===== src/rtl/fetch_unit.sv =====
// Instruction fetch stage: owns the PC, runs the req/ack handshake to
// instruction memory and presents one instruction at a time to decode.
module fetch_unit #(
  parameter logic [31:0] RESET_PC = 32'h0000_0000
) (
  input  logic        clk,
  input  logic        rst_n,
  output logic        ImemReq,
  output logic [31:0] ImemAddr,
  input  logic        ImemAck,
  input  logic [31:0] ImemData,
  output logic [31:0] instr,
  output logic [31:0] pc,
  output logic        InstrValid,
  input  logic        Stall,
  input  logic        JumpBranch,
  input  logic        JumpTarget,
  input  logic        JumpReg,
  input  logic [31:0] RsData,
  output logic        Fault,
  output logic [31:0] RetireCount
);

  typedef enum logic [1:0] {S_RESET, S_FETCH, S_EXEC, S_HALT} state_t;

  state_t      state, stateNext;
  logic [31:0] pcNext, instrNext, retireNext;
  logic        faultNext;
  logic [31:0] pcPlus4, branchOff, jumpPc;

  always_ff @(posedge clk or negedge rst_n) begin
    if (!rst_n) begin
      state       <= S_RESET;
      pc          <= RESET_PC;
      instr       <= '0;
      Fault       <= 1'b0;
      RetireCount <= '0;
    end else begin
      state       <= stateNext;
      pc          <= pcNext;
      instr       <= instrNext;
      Fault       <= faultNext;
      RetireCount <= retireNext;
    end
  end

  always_comb begin
    pcPlus4   = pc + 32'd4;
    branchOff = {{14{instr[15]}}, instr[15:0], 2'b00};
    if (JumpReg)
      jumpPc = RsData;
    else if (JumpTarget)
      jumpPc = {pcPlus4[31:28], instr[25:0], 2'b00};
    else if (JumpBranch)
      jumpPc = pcPlus4 + branchOff;
    else
      jumpPc = pcPlus4;
  end

  always_comb begin
    stateNext  = state;
    pcNext     = pc;
    instrNext  = instr;
    faultNext  = Fault;
    retireNext = RetireCount;
    case (state)
      S_RESET: stateNext = S_FETCH;
      S_FETCH: begin
        if (ImemAck) begin
          instrNext = ImemData;
          stateNext = S_EXEC;
        end
      end
      S_EXEC: begin
        // The faulting instruction still retires; pc stays on it for debug.
        if (!Stall) begin
          retireNext = RetireCount + 32'd1;
          if (jumpPc[1:0] != 2'b00) begin
            faultNext = 1'b1;
            stateNext = S_HALT;
          end else begin
            pcNext    = jumpPc;
            stateNext = S_FETCH;
          end
        end
      end
      S_HALT:  stateNext = S_HALT;
      default: stateNext = S_RESET;
    endcase
  end

  // Decoded from the state register so reset drops them asynchronously.
  assign ImemReq    = (state == S_FETCH);
  assign InstrValid = (state == S_EXEC);
  assign ImemAddr   = pc;

endmodule


===== config.mk =====
export PLATFORM = sky130hd
export DESIGN_NAME = fetch_unit
export DESIGN_NICKNAME = d
export VERILOG_FILES = /design/src/rtl/fetch_unit.sv
export SDC_FILE = /design/constraint.sdc
export NUM_CORES = 1
export LEC_CHECK = 0
export BUFFER_PORTS_ARGS = -buffer_cell sky130_fd_sc_hd__buf_2
export CORE_ASPECT_RATIO = 0.5
export CORE_UTILIZATION = 53
export CTS_CLUSTER_DIAMETER = 100
export DETAILED_ROUTE_END_ITERATION = 10
export GPL_TIMING_DRIVEN = 0
export PLACE_DENSITY = 0.86
export SETUP_SLACK_MARGIN = 0.2
export SYNTH_ARGS = -nofsm -noshare
export SYNTH_HDL_FRONTEND = slang
export SYNTH_SLANG_ARGS = --single-unit

===== constraint.sdc =====
create_clock -name clk -period 3.8 [get_ports clk]
set_input_delay 0.19 -clock clk [delete_from_list [all_inputs] [get_ports clk]]
set_output_delay 0.19 -clock clk [all_outputs]
set_load 0.1 [all_outputs]

## After elaboration in Yosys (flattened, before gate mapping)

Index checks and enable logic that the tools add are counted.

- Register bits after elaboration: 99
- Latch bits: 0
- RAM bits: 0
- Memory bits (read-only): 0
- Logic and storage cells: 29
- Memories kept: 0

- $add $sub $neg: 3
- Multipliers: 0
- Div/mod/pow operators: 0
- $lt $le $gt $ge: 0
- Equality and inequality tests: 5
- Shifts and indexed selects: 0
- Muxes and demuxes: 7
- Bitwise operators: 2
- Reduce and logical (&&, ||, !) cells: 7

Operators by type and width:

| cell | count |
|---|---|
| two-way mux 32 bit | 3 |
| adder 32 x 1 -> 32 bit (second input constant) | 1 |
| adder 32 x 3 -> 32 bit (second input constant) | 1 |
| adder 32 bit | 1 |
| one-hot mux 2 bit (4 select lines) | 1 |
| two-way mux 2 bit | 3 |
| AND reduction 2 bit | 3 |
| AND reduction 3 bit | 2 |
| == test 2 bit (second input constant) | 2 |
| == test 2 x 1 -> 1 bit (second input constant) | 1 |
| logical NOT 2 bit | 1 |
| inequality test 2 x 1 -> 1 bit (second input constant) | 1 |
| inequality test 2 bit (second input constant) | 1 |
| inverter 1 bit | 2 |
| nonzero test 2 bit | 1 |

## Logic depth before layout (Yosys ltp)

Gate-level depths: netlist of the first run.

- Depth in word-level cells: 9
- Mapped depth: 18
- Mapped depth without buffers: 16

## Worst setup path before layout of the first run

Ideal clock, no wire load.

- Path type: register -> register
- Start point: register pc[4], in the netlist ImemAddr[4]
- End point: register pc[31], in the netlist ImemAddr[31]
- Arrival time: 4.215 ns
- Slack: -0.502 ns
- Cell stages (with the launch flop): 18
- Path buffers: 2
- Period minus slack after synthesis: 4.302 ns
- Path through: dfrtp_1 -> and4_1 -> buf_2 -> nand2_1 -> or3_1 -> inv_1 -> nand3_1 -> xnor2_1 -> ha_1 -> clkbuf_1 -> a21o_1 -> a21o_1 -> a21oi_1 -> a21o_1 -> nand4_1 -> nand4_1 -> mux2_2 -> a211oi_2

- Cells in the longest elaborated chain, start to end: 5

Ends and longest elaborated chain:

| element | line | text |
|---|---|---|
| from (decl) | 13 | `output logic [31:0] pc,` |
| from (signal assigned) | 40 | `pc <= pcNext;` |
| adder 32 x 3 -> 32 bit * | 48 | `pcPlus4 = pc + 32'd4;` |
| adder 32 bit | 55 | `jumpPc = pcPlus4 + branchOff;` |
| two-way mux 32 bit | 54 | `else if (JumpBranch)` |
| two-way mux 32 bit * | 52 | `else if (JumpTarget)` |
| two-way mux 32 bit * | 50 | `if (JumpReg)` |

Every way passes the cells marked *; elsewhere a longest branch is shown, timed or not.
A chain may end at the register's enable or synchronous reset.

## Worst setup path in the final report of the first run

- Start point: register pc[2], in the netlist ImemAddr[2]
- End point: register pc[30], in the netlist ImemAddr[30]

The elaborated chain is that of the path after synthesis.

==> results of run 1 <==
area by class of cell:
cell class,instances,area (sq um)
Buffer,67,411.6
Clock buffer,9,225.2
Inverter,22,85.08
Clock inverter,7,77.57
Sequential cell,99,2536
Tap cell,170,212.7
Fill cell,943,3481
Timing Repair Buffer,243,1355
Multi-Input combinational cell,618,4497
through the flow:
step | instance area (sq um) | worst slack [ns]
4_1_cts | 9010 | 0.1202
3_3_place_gp | 8442 | -0.09607
3_5_place_dp | 8472 | -0.1058
5_1_grt | 9400 | -0.04337
6_report | 9400 | 0.1159
2_1_floorplan | 7233 | 0.03853
sequential cells by signal, indices dropped and copies added (netlist names):
| register | cells |
|---|---|
| Fault | 1 |
| ImemAddr | 32 |
| RetireCount | 32 |
| instr | 32 |
| state | 2 |
cells in the mapped netlist, types with 9 or more instances:
master	count
a21oi_1	50
nand4_1	16
nor2b_1	9
clkbuf_1	32
ha_1	38
buf_4	32
and3_1	14
o21ai_0	42
mux2_2	34
nor2_1	62
a21o_1	13
dfrtp_1	99
xor2_1	27
inv_1	22
xnor2_1	52
nor3_1	14
nand3_1	42
nand2_1	79
layout by cell type, fill, tap and decap left out, types with 16 or more instances in the layout:
cell type,instances
buf_2,200
dfrtp_1,78
nand2_1,75
buf_4,74
nor2_1,58
xnor2_1,45
nand3_1,40
a21oi_1,39
o21ai_0,37
mux2_2,33
ha_1,32
xor2_1,26
clkbuf_1,26
inv_1,20
nand4_1,16
kinds of logic after synthesis:
logic type / Yosys count / share of synthesized area
simple gates: 273 / 0.1861
compound gates: 187 / 0.1724
flops: 99 / 0.3482
buf+inv: 89 / 0.06419
xor+xnor: 79 / 0.09726
mux: 40 / 0.06226
fa+ha+maj: 39 / 0.06965
repair_timing:
action / 4_1_cts / 5_1_grt
hold endpoints to repair: 45 / 0
endpoints found under the setup margin: 8 / 13
gates resized for setup: 23 / 50
pin swaps: 12 / 36
hold buffers: 1 / 0
setup buffers: 16 / 26
path summary, 6_finish.rpt:
check / from / to / slack, ns / cells after the start
hold / removal: Stall / state[0]$_DFFE_PN0P_ / 0.05 / 2
max in group asynchronous: rst_n / ImemAddr[9]$_DFFE_PN0P_ / 2.66 / 3
setup / recovery: ImemAddr[2]$_DFFE_PN0P_ / ImemAddr[30]$_DFFE_PN0P_ / 0.12 / 16
hold reg to reg: Fault$_DFFE_PN0P_ / Fault$_DFFE_PN0P_ / 0.47 / 1
setup reg to reg: ImemAddr[2]$_DFFE_PN0P_ / ImemAddr[30]$_DFFE_PN0P_ / 0.12 / 16
min in group asynchronous: rst_n / instr[22]$_DFFE_PN0P_ / 0.40 / 2
per-layer routing:
layer,global-route usage,share of wire,wire (um)
met5,0,0,0
met4,0.09686,0.026,621
met2,0.5389,0.47,11030
met3,0.07587,0.11,2533
met1,0.4356,0.40,9511
==> run_results.csv, run 1 <==
group,metric,value,unit
clocking,clock_path_buffers,2,
setup_path,cp-start-kind,"flop",
run_status,status,"complete, but fails checks",
worst_hold_path,min_path_type,"in2reg",
clocking,cts_buffers,9,
die,die_x,165.9,um
drt,routedWlPerCell,19.19,um
logic_synthesis,async_reset_ff_frac,1.000,
clocking,root_buffer,"clkbuf_16",
sta,timing.slew.headroom,0.2346,
sta,rsz0062_at_grt,"yes",
clocking,numClockSinks,99,
logic_synthesis,ys_seq_elements,99,
layout,final_cells,1235,
sta,hold_viol_final,0,
clocking,clk_latency,0.36,ns
global_routing,grt_first_pass_wirelength,35.88,mm
die,start_util,0.5523,
clocking,cts_tree,"built",
clocking,ctsHtreeMaxLevel,3,
drt,first_pass_iters,11,
sta,holdWs,0.04616,ns
die,core,12880,sq um
setup_path,crit_chain,"ha_2, nand4_1, buf_4, nor2_1, xor2_1, ha_1, buf_6, nand2_2, nor2_2, a221oi_2, a21oi_2, o21bai_2, a21oi_2, a221o_1, and4b_1, or3_1",
drt,drc,10,
placed_design,gp_congestion,0.9202,
logic_synthesis,ys.flop_type,"dfrtp_1",
placed_design,dp_hpwl,16.90,mm
logic_synthesis,synth-edff-count,0,
setup_path,cp_slowest_cell,"dfrtp_4",
logic_synthesis,synthCells,806,
sta,finalCriticalPeriod,3.684,ns
drt,viasPerCell,6.117,
setup_path,path_buf_inv,2,
global_routing,grt_pass1_vias,6842,
logic_synthesis,synth_warnings,0,
global_routing,grt_max_degree,55,
global_routing,gr-usage-all-layers,0.3288,
placed_design,place_inst,1176,
placed_design,io_buffers,199,
logic_synthesis,syn-num-nets,916,
logic_synthesis,ys_seq_area_frac,0.3482,
layout,drive_gt1_frac,0.3859,
layout,nNetsFinal,1170,
logic_synthesis,synth_area_leaders,"dfrtp_1, ha_1, xnor2_1, mux2_2, nand2_1",
sta,setup_tns,0,ns
logic_synthesis,synth.distinct_cells,68,
drt,drt_first_iter_violations,847,
logic_synthesis,netlist.area_leader.share,0.3482,
logic_synthesis,synth_top_area_cell,"dfrtp_1",
setup_path,crit_family,"compound AO/OA/AOI/OAI gates",
job,cap_violations,0,
sta,finalMaxSlewViolations,0,
logic_synthesis,syn-cell-area,7114,sq um
drt,antenna_left,0,
layout,antenna_cells,0,
die,die_h,83.93,um
global_routing,grt_antenna_before_repair,0,
run_status,violations,"design-rule violations",
setup_path,timing_worst_setup_path_type,"reg2reg",
clocking,clk_pin_slew,0.08,ns
drt,wl,23.69,mm
drt,vias,7555,
die,die_area,13920,sq um
setup_path,worst_ep_required_time,4.03,ns
sta,period_share,0.9695,
setup_path,path_common_cell,"a21oi_2",
setup_path,critical_path_arrival,3.92,ns
setup_path,path_max_fanout,7,
layout,syn_to_final_growth,32.13,%
sta,tightest_slew,1.148,ns
sta,timing.fmax,271.4,MHz
setup_path,cpPeakStageDelay,0.47,ns
sta,finalSetupViolations,0,
global_routing,gr-total-overflow,0,
layout,final_core_util,0.7298,
sta,fin_worst_skew,0.009175,ns
die,ios,202,
setup_path,endpoint_kind,"flop",
die,num_rows,29,
logic_synthesis,syn_area_per_cell,8.827,sq um
Power of run 1 is not shown: default switching activity piles up to over one toggle a cycle in this logic, so the estimate is an artifact.
==> run 2: changes to the inputs <==
--- a/config.mk
+++ b/config.mk
@@ -12,6 +12,7 @@
 export DETAILED_ROUTE_END_ITERATION = 10
 export GPL_TIMING_DRIVEN = 0
 export PLACE_DENSITY = 0.86
+export RECOVER_POWER = 100
 export SETUP_SLACK_MARGIN = 0.2
 export SYNTH_ARGS = -nofsm -noshare
 export SYNTH_HDL_FRONTEND = slang
==> run_results.csv, run 2 (synthesis gave the netlist of run 1 again) <==
group,metric,value,unit
setup_path,crit_chain,"and4_1, buf_6, nand4_1, buf_4, nor2_1, xor2_1, ha_1, buf_6, nand2_2, nor2_2, a221oi_2, a21oi_2, o21bai_2, a21oi_2, a221o_1, and4b_1, or3_1",
setup_path,worstSetupPathDepth,17,
layout,fillers,994,
setup_path,critical_path_arrival,3.93,ns
die,ios,202,
sta,finalCriticalPeriod,3.702,ns
die,die_x,165.9,um
run_status,status,"complete, but fails checks",
layout,final_cells,1235,
sta,tightest_slew,2.830,ns
setup_path,reg2regPathDepth,17,
drt,antenna_left,0,
global_routing,grt_pass1_vias,6842,
global_routing,gr-total-overflow,0,
drt,vias,7544,
sta,timing.slew.headroom,-0.8868,
layout,most-common-layout-cells,"clkbuf_1, buf_2, dfrtp_1, nand2_1, buf_4",
global_routing,gr-usage-all-layers,0.3288,
clocking,root_buffer,"clkbuf_16",
placed_design,io_buffers,199,
clocking,clock_path_buffers,2,
sta,period_share,0.9741,
layout,antenna_cells,0,
setup_path,path_buf_inv,3,
clocking,ctsHtreeMaxLevel,3,
global_routing,grt_max_degree,55,
clocking,numClockSinks,99,
run_status,violations,"design-rule violations, max-capacitance violations, max-slew violations",
sta,timing.fmax,270.2,MHz
setup_path,worst_ep_required_time,4.03,ns
sta,rsz0062_at_grt,"yes",
sta,holdWs,0.05014,ns
drt,drc,10,
setup_path,cpPeakStageDelay,0.43,ns
clocking,cts_buffers,9,
sta,hold_viol_final,0,
die,die_h,83.93,um
drt,wl,23.77,mm
clocking,clk_latency,0.36,ns
worst_hold_path,hold_depth,2,
placed_design,gp_congestion,0.9202,
setup_path,cp_slowest_cell,"dfrtp_4",
clocking,clk_pin_slew,0.08,ns
sta,fin_worst_skew,0.009661,ns
layout,nNetsFinal,1170,
die,die_area,13920,sq um
drt,routedWlPerCell,19.24,um
layout,final_cell_area,9280,sq um
setup_path,endpoint_kind,"flop",
worst_hold_path,min_path_type,"in2reg",
clocking,cts_tree,"built",
die,core,12880,sq um
layout,syn_to_final_growth,30.44,%
sta,finalMaxSlewViolations,46,
drt,viasPerCell,6.109,
global_routing,grt_antenna_before_repair,0,
layout,drive_gt1_frac,0.2977,
drt,drt_first_iter_violations,815,
setup_path,path_max_fanout,7,
die,start_util,0.5523,
placed_design,place_inst,1176,
global_routing,grt_first_pass_wirelength,35.88,mm
die,num_rows,29,
drt,first_pass_iters,10,
placed_design,dp_hpwl,16.90,mm
setup_path,cp-start-kind,"flop",
setup_path,crit_family,"simple AND/OR/NAND/NOR gates",
layout,final_core_util,0.7204,
sta,finalSetupViolations,0,
job,cap_violations,1,
layout,final_common_cell,"clkbuf_1",
placed_design,place_area,8472,sq um
setup_path,timing_worst_setup_path_type,"reg2reg",
## run 2: per-stage QoR
stage / setup slack (ns) / setup TNS [ns]
final: 0.09849 / 0
after global placement: -0.09607 / -0.09607
after global routing: -0.04361 / -0.06841
after detailed placement: -0.1058 / -0.1058
after CTS: 0.1202 / 0
after floorplan: 0.03853 / 0
## run 2: cell type report
type	count	area (sq um)	area share
Tap cell	170	212.7	0.02292
Sequential cell	99	2536	0.2733
Multi-Input combinational cell	618	4497	0.4846
Clock buffer	9	225.2	0.02427
Timing Repair Buffer	243	1236	0.1332
Inverter	22	85.08	0.009168
Buffer	67	410.4	0.04422
Clock inverter	7	77.57	0.008359
## run 2: path summary, 6_finish.rpt
check                                        startpoint                  endpoint  slack (ns)
worst max register to register  ImemAddr[5]$_DFFE_PN0P_  ImemAddr[30]$_DFFE_PN0P_         0.1
worst min-delay path                              Stall      state[0]$_DFFE_PN0P_        0.05
min in group asynchronous                         rst_n     instr[22]$_DFFE_PN0P_        1.28
worst max-delay path            ImemAddr[5]$_DFFE_PN0P_  ImemAddr[30]$_DFFE_PN0P_         0.1
max in group asynchronous                         rst_n   ImemAddr[6]$_DFFE_PN0P_        0.52
worst min register to register        Fault$_DFFE_PN0P_         Fault$_DFFE_PN0P_        0.47
## run 2: timing repair
| action | CTS | global route |
|---|---|---|
| buffers inserted | 16 | 26 |
| gates resized for setup | 23 | 50 |
| pin swaps | 12 | 36 |
| hold buffers | 1 | 0 |
| endpoints found under the hold margin | 45 | 0 |
| cloned | 0 | 0 |
| setup endpoints to repair | 8 | 13 |
## run 2: metal layers
layer / GRT usage / vias up / share of wire
li1: - / 3364 / -
met1: 0.4356 / 3611 / 0.40
met2: 0.5389 / 492 / 0.47
met3: 0.07587 / 77 / 0.11
met4: 0.09686 / 0 / 0.027
met5: 0 / - / 0
Power of run 2 is left out for the same reason.
